[src/rtl/hazard_pkg.sv]
// Shared decode constants, scoreboard types and small helpers for the D-stage hazard scoreboard.
package hazard_pkg;

  typedef logic [1:0] tuse_t;
  typedef logic [1:0] tnew_t;

  // Writer position: free, or in E / M / W
  typedef enum logic [1:0] {
    AgeFree = 2'd0,
    AgeE    = 2'd1,
    AgeM    = 2'd2,
    AgeW    = 2'd3
  } age_e;

  localparam tuse_t NO_TUSE = 2'd3;

  localparam logic [1:0] FWD_GRF = 2'd0;
  localparam logic [1:0] FWD_E   = 2'd1;
  localparam logic [1:0] FWD_M   = 2'd2;
  localparam logic [1:0] FWD_W   = 2'd3;

  localparam logic [5:0] OP_RTYPE = 6'h00;
  localparam logic [5:0] OP_J     = 6'h02;
  localparam logic [5:0] OP_JAL   = 6'h03;
  localparam logic [5:0] OP_BEQ   = 6'h04;
  localparam logic [5:0] OP_BNE   = 6'h05;
  localparam logic [5:0] OP_ADDIU = 6'h09;
  localparam logic [5:0] OP_SLTI  = 6'h0a;
  localparam logic [5:0] OP_SLTIU = 6'h0b;
  localparam logic [5:0] OP_ANDI  = 6'h0c;
  localparam logic [5:0] OP_ORI   = 6'h0d;
  localparam logic [5:0] OP_XORI  = 6'h0e;
  localparam logic [5:0] OP_LUI   = 6'h0f;
  localparam logic [5:0] OP_LW    = 6'h23;
  localparam logic [5:0] OP_SW    = 6'h2b;

  localparam logic [5:0] F_JR    = 6'h08;
  localparam logic [5:0] F_JALR  = 6'h09;
  localparam logic [5:0] F_MFHI  = 6'h10;
  localparam logic [5:0] F_MTHI  = 6'h11;
  localparam logic [5:0] F_MFLO  = 6'h12;
  localparam logic [5:0] F_MTLO  = 6'h13;
  localparam logic [5:0] F_MULT  = 6'h18;
  localparam logic [5:0] F_MULTU = 6'h19;
  localparam logic [5:0] F_DIV   = 6'h1a;
  localparam logic [5:0] F_DIVU  = 6'h1b;
  localparam logic [5:0] F_ADD   = 6'h20;
  localparam logic [5:0] F_ADDU  = 6'h21;
  localparam logic [5:0] F_SUB   = 6'h22;
  localparam logic [5:0] F_SUBU  = 6'h23;
  localparam logic [5:0] F_AND   = 6'h24;
  localparam logic [5:0] F_OR    = 6'h25;
  localparam logic [5:0] F_XOR   = 6'h26;
  localparam logic [5:0] F_NOR   = 6'h27;
  localparam logic [5:0] F_SLT   = 6'h2a;
  localparam logic [5:0] F_SLTU  = 6'h2b;

  function automatic age_e age_next(input age_e a);
    case (a)
      AgeE:    return AgeM;
      AgeM:    return AgeW;
      default: return AgeFree;
    endcase
  endfunction

  // A writer only becomes a forward source once its result exists
  function automatic logic [1:0] fwd_of(input age_e a, input tnew_t t);
    if (t != '0) return FWD_GRF;
    case (a)
      AgeE:    return FWD_E;
      AgeM:    return FWD_M;
      AgeW:    return FWD_W;
      default: return FWD_GRF;
    endcase
  endfunction

endpackage

[src/rtl/hazard_scoreboard_if.sv]
// Pipeline-side bundle for the hazard scoreboard.
// MDU_STALL_EN adds the E-stage MDU start/busy pair.
interface hazard_scoreboard_if;
  logic [31:0] D_Instr;
  logic        PC_En;
  logic        FD_En;
  logic        DE_Clr;
  logic [1:0]  FwdD_Rs;
  logic [1:0]  FwdD_Rt;
`ifdef MDU_STALL_EN
  logic        E_MDU_Start;
  logic        E_MDU_Busy;
`endif

  modport master (
`ifdef MDU_STALL_EN
    output E_MDU_Start,
    output E_MDU_Busy,
`endif
    output D_Instr,
    input  PC_En,
    input  FD_En,
    input  DE_Clr,
    input  FwdD_Rs,
    input  FwdD_Rt
  );

  modport slave (
`ifdef MDU_STALL_EN
    input  E_MDU_Start,
    input  E_MDU_Busy,
`endif
    input  D_Instr,
    output PC_En,
    output FD_En,
    output DE_Clr,
    output FwdD_Rs,
    output FwdD_Rt
  );
endinterface

[src/rtl/instr_class.sv]
// Combinational decode of the D-stage instruction into source/destination registers,
// per-source Tuse, result Tnew and MDU membership.
module instr_class
  import hazard_pkg::*;
#(
  parameter int unsigned TNEW_ALU = 1,
  parameter int unsigned TNEW_LD  = 2,
  parameter int unsigned TNEW_LNK = 0
) (
  input  logic [31:0] instr,
  output logic [4:0]  rs,
  output logic [4:0]  rt,
  output logic [4:0]  dst,
  output logic        writes,
  output tuse_t       tuse_rs,
  output tuse_t       tuse_rt,
  output tnew_t       tnew,
  output logic        is_md
);
  localparam tnew_t TnewAlu = tnew_t'(TNEW_ALU);
  localparam tnew_t TnewLd  = tnew_t'(TNEW_LD);
  localparam tnew_t TnewLnk = tnew_t'(TNEW_LNK);

  logic [5:0] op;
  logic [5:0] funct;
  logic [4:0] rd;
  logic [4:0] unused_shamt;
  logic       wr;

  assign op           = instr[31:26];
  assign rs           = instr[25:21];
  assign rt           = instr[20:16];
  assign rd           = instr[15:11];
  assign funct        = instr[5:0];
  assign unused_shamt = instr[10:6];

  always_comb begin
    wr      = 1'b0;
    dst     = '0;
    tuse_rs = NO_TUSE;
    tuse_rt = NO_TUSE;
    tnew    = '0;
    is_md   = 1'b0;
    case (op)
      OP_RTYPE: begin
        case (funct)
          F_ADD, F_ADDU, F_SUB, F_SUBU, F_AND, F_OR, F_XOR, F_NOR, F_SLT, F_SLTU: begin
            tuse_rs = 2'd1;
            tuse_rt = 2'd1;
            wr      = 1'b1;
            dst     = rd;
            tnew    = TnewAlu;
          end
          F_JR: tuse_rs = 2'd0;
          F_JALR: begin
            tuse_rs = 2'd0;
            wr      = 1'b1;
            dst     = rd;
            tnew    = TnewLnk;
          end
          F_MULT, F_MULTU, F_DIV, F_DIVU: begin
            tuse_rs = 2'd1;
            tuse_rt = 2'd1;
            is_md   = 1'b1;
          end
          F_MFHI, F_MFLO: begin
            wr    = 1'b1;
            dst   = rd;
            tnew  = TnewAlu;
            is_md = 1'b1;
          end
          F_MTHI, F_MTLO: begin
            tuse_rs = 2'd1;
            is_md   = 1'b1;
          end
          default: ;
        endcase
      end
      OP_ADDIU, OP_SLTI, OP_SLTIU, OP_ANDI, OP_ORI, OP_XORI: begin
        tuse_rs = 2'd1;
        wr      = 1'b1;
        dst     = rt;
        tnew    = TnewAlu;
      end
      OP_LUI: begin
        wr   = 1'b1;
        dst  = rt;
        tnew = TnewAlu;
      end
      OP_LW: begin
        tuse_rs = 2'd1;
        wr      = 1'b1;
        dst     = rt;
        tnew    = TnewLd;
      end
      OP_SW: begin
        tuse_rs = 2'd1;
        tuse_rt = 2'd2;
      end
      OP_BEQ, OP_BNE: begin
        tuse_rs = 2'd0;
        tuse_rt = 2'd0;
      end
      OP_JAL: begin
        wr   = 1'b1;
        dst  = 5'd31;
        tnew = TnewLnk;
      end
      OP_J: ;
      default: ;
    endcase
  end

  // $0 is never tracked, so a write to it is no write at all
  assign writes = wr && (dst != '0);

endmodule

[src/rtl/hazard_scoreboard.sv]
// D-stage hazard scoreboard: per-register writer age/Tnew table producing stall and
// D-operand forward selects. Define MDU_STALL_EN to stall MDU ops on a busy MDU.
module hazard_scoreboard
  import hazard_pkg::*;
#(
  parameter int unsigned NREG     = 32,
  parameter int unsigned TNEW_ALU = 1,
  parameter int unsigned TNEW_LD  = 2,
  parameter int unsigned TNEW_LNK = 0
) (
  input logic               Clk,
  input logic               Reset,
  hazard_scoreboard_if.slave hz
);
  logic [4:0] rs;
  logic [4:0] rt;
  logic [4:0] dst;
  logic       writes;
  logic       is_md;
  tuse_t      tuse_rs;
  tuse_t      tuse_rt;
  tnew_t      tnew_cls;
  logic       stall;

  age_e  age_q  [NREG];
  age_e  age_d  [NREG];
  tnew_t tnew_q [NREG];
  tnew_t tnew_d [NREG];

  instr_class #(
    .TNEW_ALU(TNEW_ALU),
    .TNEW_LD (TNEW_LD),
    .TNEW_LNK(TNEW_LNK)
  ) u_instr_class (
    .instr  (hz.D_Instr),
    .rs     (rs),
    .rt     (rt),
    .dst    (dst),
    .writes (writes),
    .tuse_rs(tuse_rs),
    .tuse_rt(tuse_rt),
    .tnew   (tnew_cls),
    .is_md  (is_md)
  );

  // Unused sources carry NO_TUSE, which no Tnew can exceed
  always_comb begin
    stall = 1'b0;
    if (rs != '0 && age_q[rs] != AgeFree && tnew_q[rs] > tuse_rs) stall = 1'b1;
    if (rt != '0 && age_q[rt] != AgeFree && tnew_q[rt] > tuse_rt) stall = 1'b1;
`ifdef MDU_STALL_EN
    if (is_md && (hz.E_MDU_Start || hz.E_MDU_Busy)) stall = 1'b1;
`endif
  end

`ifndef MDU_STALL_EN
  logic unused_md;
  assign unused_md = is_md;
`endif

  always_comb begin
    for (int r = 0; r < int'(NREG); r++) begin
      age_d[r]  = age_next(age_q[r]);
      tnew_d[r] = (tnew_q[r] != '0) ? tnew_q[r] - 2'd1 : '0;
    end
    // A fresh issue replaces whatever older writer the entry held
    if (!stall && writes) begin
      age_d[dst]  = AgeE;
      tnew_d[dst] = tnew_cls;
    end
  end

  always_ff @(posedge Clk) begin
    if (Reset) begin
      for (int r = 0; r < int'(NREG); r++) begin
        age_q[r]  <= AgeFree;
        tnew_q[r] <= '0;
      end
    end else begin
      for (int r = 0; r < int'(NREG); r++) begin
        age_q[r]  <= age_d[r];
        tnew_q[r] <= tnew_d[r];
      end
    end
  end

  assign hz.PC_En   = ~stall;
  assign hz.FD_En   = ~stall;
  assign hz.DE_Clr  = stall;
  assign hz.FwdD_Rs = (rs == '0) ? FWD_GRF : fwd_of(age_q[rs], tnew_q[rs]);
  assign hz.FwdD_Rt = (rt == '0) ? FWD_GRF : fwd_of(age_q[rt], tnew_q[rt]);

endmodule

[src/flat_wrapper.sv]
// flat-port wrapper written by rule: the top's interface ports become plain ports
module hazard_scoreboard_flat import hazard_pkg::*;
#(
  parameter int unsigned NREG     = 32,
  parameter int unsigned TNEW_ALU = 1,
  parameter int unsigned TNEW_LD  = 2,
  parameter int unsigned TNEW_LNK = 0
)
  (Clk, Reset, hz_D_Instr, hz_PC_En, hz_FD_En, hz_DE_Clr, hz_FwdD_Rs, hz_FwdD_Rt);
  hazard_scoreboard_if hz_i ();
  input logic Clk;
  input logic Reset;
  input wire logic [$bits(hz_i.D_Instr)-1:0] hz_D_Instr;
  output wire logic [$bits(hz_i.PC_En)-1:0] hz_PC_En;
  output wire logic [$bits(hz_i.FD_En)-1:0] hz_FD_En;
  output wire logic [$bits(hz_i.DE_Clr)-1:0] hz_DE_Clr;
  output wire logic [$bits(hz_i.FwdD_Rs)-1:0] hz_FwdD_Rs;
  output wire logic [$bits(hz_i.FwdD_Rt)-1:0] hz_FwdD_Rt;
  assign hz_i.D_Instr = hz_D_Instr;
  assign hz_PC_En = hz_i.PC_En;
  assign hz_FD_En = hz_i.FD_En;
  assign hz_DE_Clr = hz_i.DE_Clr;
  assign hz_FwdD_Rs = hz_i.FwdD_Rs;
  assign hz_FwdD_Rt = hz_i.FwdD_Rt;
  hazard_scoreboard #(.NREG(NREG), .TNEW_ALU(TNEW_ALU), .TNEW_LD(TNEW_LD), .TNEW_LNK(TNEW_LNK)) u_core (.Clk(Clk), .Reset(Reset), .hz(hz_i));
endmodule
[config.mk]
export PLATFORM = sky130hd
export DESIGN_NAME = hazard_scoreboard_flat
export DESIGN_NICKNAME = d
export VERILOG_FILES = /design/src/rtl/hazard_pkg.sv /design/src/rtl/hazard_scoreboard_if.sv /design/src/rtl/instr_class.sv /design/src/rtl/hazard_scoreboard.sv /design/src/flat_wrapper.sv
export SDC_FILE = /design/constraint.sdc
export NUM_CORES = 1
export LEC_CHECK = 0
export ABC_CLOCK_PERIOD_IN_PS = 5300
export CAP_MARGIN = 10
export CORE_MARGIN = 5
export CORE_UTILIZATION = 55
export DETAILED_ROUTE_END_ITERATION = 12
export DONT_BUFFER_PORTS = 1
export HOLD_SLACK_MARGIN = 0.06
export PLACE_DENSITY = 0.78
export SLEW_MARGIN = 20
export SYNTH_ARGS = -nofsm -noshare
export SYNTH_HDL_FRONTEND = slang
export SYNTH_SLANG_ARGS = --single-unit
[constraint.sdc]
create_clock -name Clk -period 5.3 [get_ports Clk]
set_clock_uncertainty 0.15 [all_clocks]
set_input_delay 0.53 -clock Clk [delete_from_list [all_inputs] [get_ports Clk]]
set_output_delay 0.53 -clock Clk [all_outputs]
set_load 0.01 [all_outputs]
==> impl_metrics.csv, run 1 <==
group,metric,value,unit
cts,cts_buffers,17,
detailed_routing,first_iter_violations,632,
detailed_routing,drcViolationCount,0,
sta,period_needed,4.06,ns
cts,cts_resized,0,
final_layout,final_cell_mix,"dfxtp_1 (128), mux2i_1 (65), mux4_2 (47), nand2_1 (47), inv_1 (45)",
placed_design,dp_hpwl,14900,um
yosys,synth_area,8140,um2
setup_path,critPathMostFrequentCell,"mux4_2",
cts,numClockSinks,128,
yosys,synth_warnings,0,
detailed_routing,post_drt_wl_per_cell,23.2,um
worst_hold_path,hp-class,"in2reg",
setup_path,max_stage_delay,0.51,ns
yosys,synth-edff-count,0,
final_layout,diodes,0,
sta,setup_viol,0,
setup_path,cp_cell_sequence,"mux4_2 -> mux4_2 -> mux2_2 -> ha_1 -> a21oi_1 -> a211oi_1 -> a21boi_4 -> nor2_1 -> inv_1",
sta,finalSetupTns,0,ns
global_route,use_met3,6.08,%
placed_design,io_buffers,0,
yosys,async_flop_share,0,%
floorplan,io_pins,41,
sta,finalMaxSlewViolations,0,
sta,post-route-period-util,76.7,%
final_layout,fill_cells,1164,
global_route,use_met2,41.5,%
cts,cts-root-buf,"clkbuf_16",
setup_path,end_kind,"output pin",
detailed_routing,postRouteWirelength,21800,um
placed_design,gp_congestion,0.938,
sta,rsz0062_at_grt,"false",
yosys,synthTopCellsByArea,"dfxtp_1 (31%), mux4_2 (13%), mux2i_1 (8.0%)",
floorplan,die_h,132,um
floorplan,die_area,17300,um2
yosys,synthFlopType,"dfxtp_1",
global_route,antenna_found_initial,0,
detailed_routing,vias,6362,
global_route,grt_use_met1,31.0,%
global_route,grt_busiest_layer,"met2",
floorplan,start_util,56.0,%
yosys,synth_seq_cells,128,
final_layout,final_area,8700,um2
final_layout,area_delta_synth_final,6.84,%
final_layout,fin_nets,814,
detailed_routing,viasPerCell,6.76,
setup_path,crit_family,"multiplexers",
power_and_ir_drop,ir_worst_vdd,0.210,mV
yosys,yosysSeqAreaShare,31.5,%
sta,timing.fmax,0.246,GHz
cts,cts_tree,"yes",
setup_path,crit_fanout,4,
power_and_ir_drop,leakage,0.00316,uW
sta,worstMarginPinSlew,0.935,ns
global_route,grt-ovfl-total,0,
sta,slew_headroom,37.4,%
setup_path,cp.buffers_inverters,1,
setup_path,worstPathArrival,3.38,ns
final_layout,drive_above_1_share,21.4,%
setup_path,cp-start-kind,"flop",
detailed_routing,ant_nets,0,
floorplan,die_x,132,um
floorplan,row_count,44,
run,cap_viol_max_count,0,
cts,htreeDepth,4,
setup_path,cp.required,4.62,ns
setup_path,slowest_stage,"mux4_2",
sta,hold_violations,0,
yosys,syn_nets,846,
cts,clk_latency,0.42,ns
placed_design,dpl-instance-area,8130,um2
setup_path,path_class,"reg2out",
yosys,postSynthAreaPerCell,10.5,um2
status,outcome,"completed",
yosys,synth_area_leader_cell,"dfxtp_1",
global_route,grt_start_max_net_pins,94,
cts,cts.clk_slew.worst_paths,0.06,ns
global_route,grt_pass1_wl,34800,um
detailed_routing,first_pass_iters,5,
global_route,grt_use_total,25.2,%
yosys,synthCells,776,
cts,clockBufferDepth,2,
power_and_ir_drop,power_per_cell_area,257,nW/um2
global_route,grt_pass1_vias,6399,
yosys,ys_types,62,
yosys,synth_top_area_share,31.5,%
floorplan,core_area,14500,um2
final_layout,final_common_cell,"dfxtp_1",
path summary, 6_finish.rpt:
path                                           start              endpoint  slack [ns]  cells past startpoint
worst max-delay path            u_core.tnew_q[19][1]             hz_DE_Clr        1.24                      9
worst min-delay path                           Reset    u_core.age_q[8][0]        0.15                      1
worst max register to register  u_core.tnew_q[19][1]  u_core.tnew_q[19][0]        1.51                     10
worst min register to register   u_core.tnew_q[0][0]   u_core.tnew_q[0][0]        0.34                      1
cell families after synthesis:
logic type	Yosys count	synth area share, %
buffers and inverters	102	5.68
AND/OR/NAND/NOR	252	20.5
AO/OA/AOI/OAI	104	10.1
flip-flops	128	31.5
multiplexers	154	26.8
adder cells (fa/ha/maj)	36	5.53
where the power goes:
group | internal (uW) | switching (uW)
registers | 970 | 5.76
clock network | 690 | 404
logic | 73.1 | 91.5
total | 1730 | 502
Yosys cell counts, drive strengths merged (3+ instances only):
master / count
inv: 46
mux2: 42
nor2: 21
dfxtp: 128
o21ba: 25
mux4: 47
nor4: 6
a22o: 4
nor3b: 38
nand3b: 33
clkbuf: 29
buf: 27
a211oi: 5
a32oi: 4
nor2b: 6
o21ai: 11
or3: 4
nand2: 47
o22ai: 6
and2: 5
and3: 4
a221oi: 3
a31oi: 3
nand3: 6
mux2i: 65
a22oi: 14
nor3: 59
ha: 36
or2: 4
nand4: 8
a21oi: 18
cell type report:
| class | count | area, um2 | area share (%) |
|---|---|---|---|
| clock buffer | 26 | 499 | 5.74 |
| inverter | 46 | 173 | 1.98 |
| clock inverter | 6 | 55.1 | 0.633 |
| timing repair buffer | 5 | 50.0 | 0.575 |
| sequential | 128 | 2560 | 29.5 |
| multi-input combinational | 546 | 5130 | 59.0 |
| tap | 184 | 230 | 2.65 |
state kept, by name (all words and copies together), names as in the netlist:
name	count
u_core.age_q	64
u_core.tnew_q	64
per-layer routing:
| metal | share of wire [%] | wire length [um] |
|---|---|---|
| met4 | 4.5 | 983 |
| met3 | 9.1 | 1980 |
| met5 | 0 | 0 |
| met1 | 38 | 8280 |
| met2 | 48 | 10600 |
per-stage QoR:
step                      worst slack, ns  hold WS, ns  total power [uW]  utilization, %  instances
final                                1.24        0.147              2230            59.9        941
after floorplan                     0.914        0.276              1160               -        776
after detailed placement             1.33        0.319              1150            55.9        908
after global placement               1.38        0.295              1140            55.9        908
after global routing                 1.14        0.132              2290            59.9        941
after CTS                            1.27        0.127              2240            59.9        941
repair_timing:
action	in CTS	in global routing
setup buffers	0	0
hold buffers	1	0
endpoints found under the setup margin	0	0
hold endpoints to repair	40	0
(Power assumes the default switching activity.)
==> run 2, diff against run 1 <==
- ABC_CLOCK_PERIOD_IN_PS: 5300 -> 3860
- clock period: 5.3 -> 3.86 ns (I/O delays scaled with it)
==> run 2 against run 1 <==
  * Combinational power increased by 47%
  * Count of clock-buffer cells in the layout decreased by 4
  * Sequential share of layout area decreased by 0.88 points
  * Sequential cell count unchanged
  * Largest cell class unchanged
  * Setup slack got worse by 1.2 ns
  * Critical path depth increased by 2
  * Cell area increased by 3.1%
  * Critical path type unchanged
  * First-iteration DRC count increased by 23%
==> impl_metrics.csv, run 2 (synthesized netlist as in run 1, its figures left out) <==
group,metric,value,unit
cts,clockBufferDepth,2,
setup_path,end_kind,"output pin",
placed_design,place_inst,922,
detailed_routing,first_pass_iters,6,
setup_path,max_stage_delay,0.53,ns
floorplan,die_area,17300,um2
global_route,grt_pass1_vias,6660,
placed_design,preCtsSetupSlack,-0.223,ns
sta,worst_slack,0.0447,ns
cts,cts.clk_slew.worst_paths,0.06,ns
final_layout,area_delta_synth_final,10.1,%
cts,htreeDepth,4,
placed_design,dp_hpwl,15300,um
detailed_routing,viasPerCell,6.87,
final_layout,fin_nets,832,
sta,timing.fmax,0.262,GHz
cts,numClockSinks,128,
setup_path,cp.required,3.32,ns
setup_path,path_class,"reg2out",
final_layout,diodes,0,
final_layout,final_util,61.7,%
status,outcome,"completed",
setup_path,cp.buffers_inverters,3,
final_layout,final_common_cell,"dfxtp_1",
setup_path,cp-start-kind,"flop",
placed_design,io_buffers,0,
final_layout,largest_registers,"u_core.age_q (64), u_core.tnew_q (64)",
floorplan,io_pins,41,
setup_path,crit_fanout,3,
setup_path,worstPathArrival,3.28,ns
power_and_ir_drop,leakage,0.00327,uW
setup_path,cp_cell_sequence,"buf_4 -> mux4_2 -> mux4_2 -> mux2_4 -> ha_4 -> a21oi_2 -> a211oi_2 -> a21boi_4 -> buf_8 -> nor2_2 -> buf_4",
setup_path,slowest_stage,"mux4_2",
global_route,grt_pass1_wl,36200,um
detailed_routing,vias,6582,
floorplan,row_count,44,
detailed_routing,post_drt_wl_per_cell,23.8,um
sta,finalSetupTns,0,ns
detailed_routing,drcViolationCount,0,
sta,finalMaxSlewViolations,0,
final_layout,final_cell_mix,"dfxtp_1 (128), mux2i_1 (65), mux4_2 (47), nand2_1 (47), inv_1 (45)",
power_and_ir_drop,power_per_cell_area,365,nW/um2
placed_design,gp_congestion,0.951,
power_and_ir_drop,power,3270,uW
setup_path,crit_family,"multiplexers",
cts,cts_buffers,17,
cts,clk_latency,0.43,ns
cts,cts-root-buf,"clkbuf_16",
floorplan,start_util,56.0,%
global_route,grt_use_total,26.2,%
sta,rsz0062_at_grt,"false",
run,cap_viol_max_count,0,
power_and_ir_drop,ir_worst_vdd,0.311,mV
final_layout,fin_cells,958,
floorplan,die_x,132,um
detailed_routing,postRouteWirelength,22800,um
sta,slew_headroom,46.4,%
worst_hold_path,hp-class,"in2reg",
floorplan,core_area,14500,um2
final_layout,drive_above_1_share,24.2,%
sta,setup_viol,0,
global_route,grt_start_max_net_pins,94,
detailed_routing,ant_nets,0,
floorplan,die_h,132,um
sta,period_needed,3.82,ns
global_route,antenna_found_initial,0,
sta,post-route-period-util,98.8,%
detailed_routing,first_iter_violations,780,
cts,cts_tree,"yes",
sta,worstMarginPinSlew,0.800,ns
global_route,grt-ovfl-total,0,
sta,hold_violations,0,
run 2: cell count changes in the layout (fill, tap and decap cells not counted), sizes merged:
cell,before,now
clkbuf,26,22
bufinv,1,3
clkinv,5,2
buf,5,22
clkinvlp,0,4
dlygate4sd3,0,1
run 2: cell type report:
| type | instances | area, um2 |
|---|---|---|
| clock buffers | 22 | 494 |
| clock inverters | 9 | 130 |
| fillers | 1123 | 5560 |
| inverters | 46 | 173 |
| multi-input cells | 546 | 5160 |
| flip-flops and latches | 128 | 2560 |
| well taps | 184 | 230 |
| repair buffers | 23 | 215 |
run 2: report_power, final:
part | total, uW | switching, uW | internal (uW)
clock network | 1690 | 597 | 1090
logic | 243 | 134 | 109
registers | 1340 | 8.33 | 1330
total | 3270 | 739 | 2530
run 2: path summary, 6_finish.rpt:
check / end / from / cells after the start / slack (ns)
worst max-delay path: hz_PC_En / u_core.tnew_q[26][1] / 11 / 0.04
worst min-delay path: u_core.tnew_q[3][1] / Reset / 2 / 0.09
worst max register to register: u_core.tnew_q[7][0] / u_core.tnew_q[26][1] / 11 / 0.08
worst min register to register: u_core.tnew_q[0][0] / u_core.tnew_q[0][0] / 1 / 0.33
run 2: per-stage QoR:
| stage | hold WS (ns) | instance area [um2] |
|---|---|---|
| 3_5_place_dp | 0.308 | 8240 |
| 2_1_floorplan | 0.276 | 8170 |
| 3_3_place_gp | 0.296 | 8240 |
| 4_1_cts | 0.0626 | 8960 |
| 5_1_grt | 0.0927 | 8970 |
| 6_report | 0.0902 | 8970 |
run 2: timing repair:
| item | CTS | global route |
|---|---|---|
| pin swaps | 1 | 0 |
| hold buffers | 2 | 0 |
| endpoints found under the hold margin | 93 | 0 |
| gates resized for setup | 6 | 2 |
| setup buffers | 3 | 0 |
| setup endpoints to repair | 12 | 3 |
run 2: metal layers:
layer	global-route usage [%]	up-vias	wire, um
met5	0	-	0
met4	15.3	0	1190
met3	5.24	89	1910
met2	43.1	368	11200
met1	31.9	3250	8520
li1	-	2875	-
==> patch (config.mk and constraints of run 2) <==
`NREG` is set to 32 in 2 places; all go to 16.
--- a/src/rtl/hazard_scoreboard.sv
+++ b/src/rtl/hazard_scoreboard.sv
@@ -4,5 +4,5 @@
   import hazard_pkg::*;
 #(
-  parameter int unsigned NREG     = 32,
+  parameter int unsigned NREG     = 16,
   parameter int unsigned TNEW_ALU = 1,
   parameter int unsigned TNEW_LD  = 2,
--- a/src/flat_wrapper.sv
+++ b/src/flat_wrapper.sv
@@ -2,5 +2,5 @@
 module hazard_scoreboard_flat import hazard_pkg::*;
 #(
-  parameter int unsigned NREG     = 32,
+  parameter int unsigned NREG     = 16,
   parameter int unsigned TNEW_ALU = 1,
   parameter int unsigned TNEW_LD  = 2,
Check against the original RTL: not equivalent (a bounded check fails within 4 cycles, from zero or initial values).
==> patch against run 2 <==
- total power fell by 55%
- routed wire length down 51%
- sequential cell count shrank 64
- clock power down 60%
- synthesized area fell by 49%
- setup slack better by 0.36 ns
- non-clock buffer count down 16
- count of clock-buffer cells in the layout decreased by 13
- via count fell by 47%
- cell area is 50% lower
==> patch: results (changes against run 2) <==
----------------------------------------------------
[Worst setup path]
  Number of cells on the worst reg-to-reg path ... 10 (-1)
  End of the critical path ... hz_FD_En
  FF-to-FF End ... u_core.tnew_q[9][0]$_SDFF_PP0_
  Reg-to-reg setup timing slack ... 0.43 ns (+0.35 ns)
  Crit path from ... u_core.tnew_q[15][1]$_SDFF_PP0_
  Crit path arrival time ... 2.92 ns (-0.36 ns)

[Hold path]
  Instance count along the most critical hold path ... 3 (+1)

[Clock tree]
  Root Driver ... sky130_fd_sc_hd__clkbuf_8
  Post-CTS Resized ... 0 (-6)
  Clock buffers created by TritonCTS ... 9 (-8)
  Clock latency reported for the late side of the worst-skew pair ... 0.35 ns (-0.08 ns)
  Clock edge transition at the registers on the reported setup and hold paths ... 0.08 ns (+0.02 ns)
  H-tree levels ... 3 (-1)

[GRT]
  Pin count of the biggest net entering global routing ... 36 (-62%)
  Total routing resource utilization after global routing ... 0.241 (-0.0205)
  Global-route wire length before repair ... 18,300 um (-49%)
  Via count of the first global-routing pass ... 3,470 (-48%)

[Layout]
  # fillers ... 627 (-44%)
  Layout Nets ... 469 (-44%)
  Regs by FF count ... u_core.age_q x32, u_core.tnew_q x32
  Share of cells above drive strength 1 ... 0.171 (-0.0702)

[Route]
  Number of detailed-routing iterations run before antenna repair ... 5 (-1)
  Routed wire length per instance ... 21.7 um (-9.0%)
  DR vias/cell ... 6.77 (-1.4%)
  Violation count after the first detailed-routing iteration ... 443 (-43%)

[Placement]
  Post-DP HPWL ... 8300 um (-46%)
  Cell Area, Placed ... 4230 sq um (-49%)

[Synth]
  List of most frequent post-synthesis cells ... sky130_fd_sc_hd__dfxtp_1 (64), sky130_fd_sc_hd__mux4_2 (36), sky130_fd_sc_hd__inv_1 (34)
  Yosys cell types ... 56 (-9.7%)
  Most area-consuming cells after synthesis ... sky130_fd_sc_hd__dfxtp_1 (31%), sky130_fd_sc_hd__mux4_2 (20%), sky130_fd_sc_hd__ha_1 (6.0%)
  Fraction of synthesized area in multiplexers ... 0.261 (-0.00701)

[Power and ir drop]
  Peak VDD IR ... 0.000173 V (-44%)

[Run status]
  Run status ... finished, final reports clean

----------------------------------------------------
[patch: cell types whose count changed after synthesis, moves of 25 or more]
cell                       change
sky130_fd_sc_hd__nor3b_1      -27
sky130_fd_sc_hd__dfxtp_1      -64
sky130_fd_sc_hd__nor3_1       -25
sky130_fd_sc_hd__nand3b_1     -25
sky130_fd_sc_hd__mux2i_1      -40
sky130_fd_sc_hd__o21ba_2      -25
sky130_fd_sc_hd__nand2_1      -27
[patch: layout make-up]
cell class,count,area (sq um),share of cell area
timing repair buffer,7,67.6,0.0151
clock buffer,9,124,0.0276
clock inverter,7,103,0.0229
multi-input combinational,298,2650,0.592
tap,99,124,0.0276
sequential,64,1280,0.286
inverter,35,131,0.0293
[patch: kinds of logic after synthesis]
family                     Yosys count
AOI/OAI and AO/OA                   74
and+or+nand+nor                    141
buffers and inverters               55
adders and majority gates           20
muxes                               63
DFF                                 64
[patch: layer usage]
layer	global-route usage	wire [um]	vias up
met5	0	0	-
met4	0.0842	261	0
met3	0.0669	1060	21
met2	0.390	5420	201
met1	0.311	4490	1719
li1	-	-	1574
[patch: worst min-delay path by stage]
stage | to | slack (ns)
after CTS | u_core.tnew_q[2][0]$_SDFF_PP0_ | 0.07
after global placement | u_core.tnew_q[0][0]$_SDFF_PP0_ | 0.30
after detailed placement | u_core.tnew_q[0][0]$_SDFF_PP0_ | 0.31
after global routing | u_core.tnew_q[2][0]$_SDFF_PP0_ | 0.08
after floorplan | u_core.tnew_q[0][0]$_SDFF_PP0_ | 0.28
final | u_core.tnew_q[2][0]$_SDFF_PP0_ | 0.08
[patch: per-stage QoR]
stage                      util  instances  power, W  setup slack, ns
after global placement    0.579        501  0.000810            0.486
after floorplan               -        417  0.000811            0.128
final                     0.615        519   0.00148            0.404
after CTS                 0.615        519   0.00148            0.423
after detailed placement  0.579        501  0.000814            0.431
after global routing      0.615        519   0.00153            0.214
[patch: where the power goes]
group	internal, W	switching, W
logic	0.0000635	0.0000696
clock network	0.000370	0.000303
registers	0.000669	0.00000874
[patch: what timing repair did]
| item | 4_1_cts | 5_1_grt |
|---|---|---|
| hold endpoints to repair | 35 | 0 |
| hold buffers | 2 | 0 |
| setup buffers | 0 | 0 |
[patch: worst reg2reg max path: stages, from the launching register on]
cell                       delay (ns)
sky130_fd_sc_hd__dfxtp_1         0.35
sky130_fd_sc_hd__mux4_2          0.49
sky130_fd_sc_hd__mux4_2          0.53
sky130_fd_sc_hd__ha_1            0.31
sky130_fd_sc_hd__a21oi_1         0.14
sky130_fd_sc_hd__a211oi_1        0.06
sky130_fd_sc_hd__o21a_1          0.16
sky130_fd_sc_hd__nor2_2          0.24
sky130_fd_sc_hd__buf_4           0.28
sky130_fd_sc_hd__nand4_1         0.26
sky130_fd_sc_hd__a221oi_1        0.35
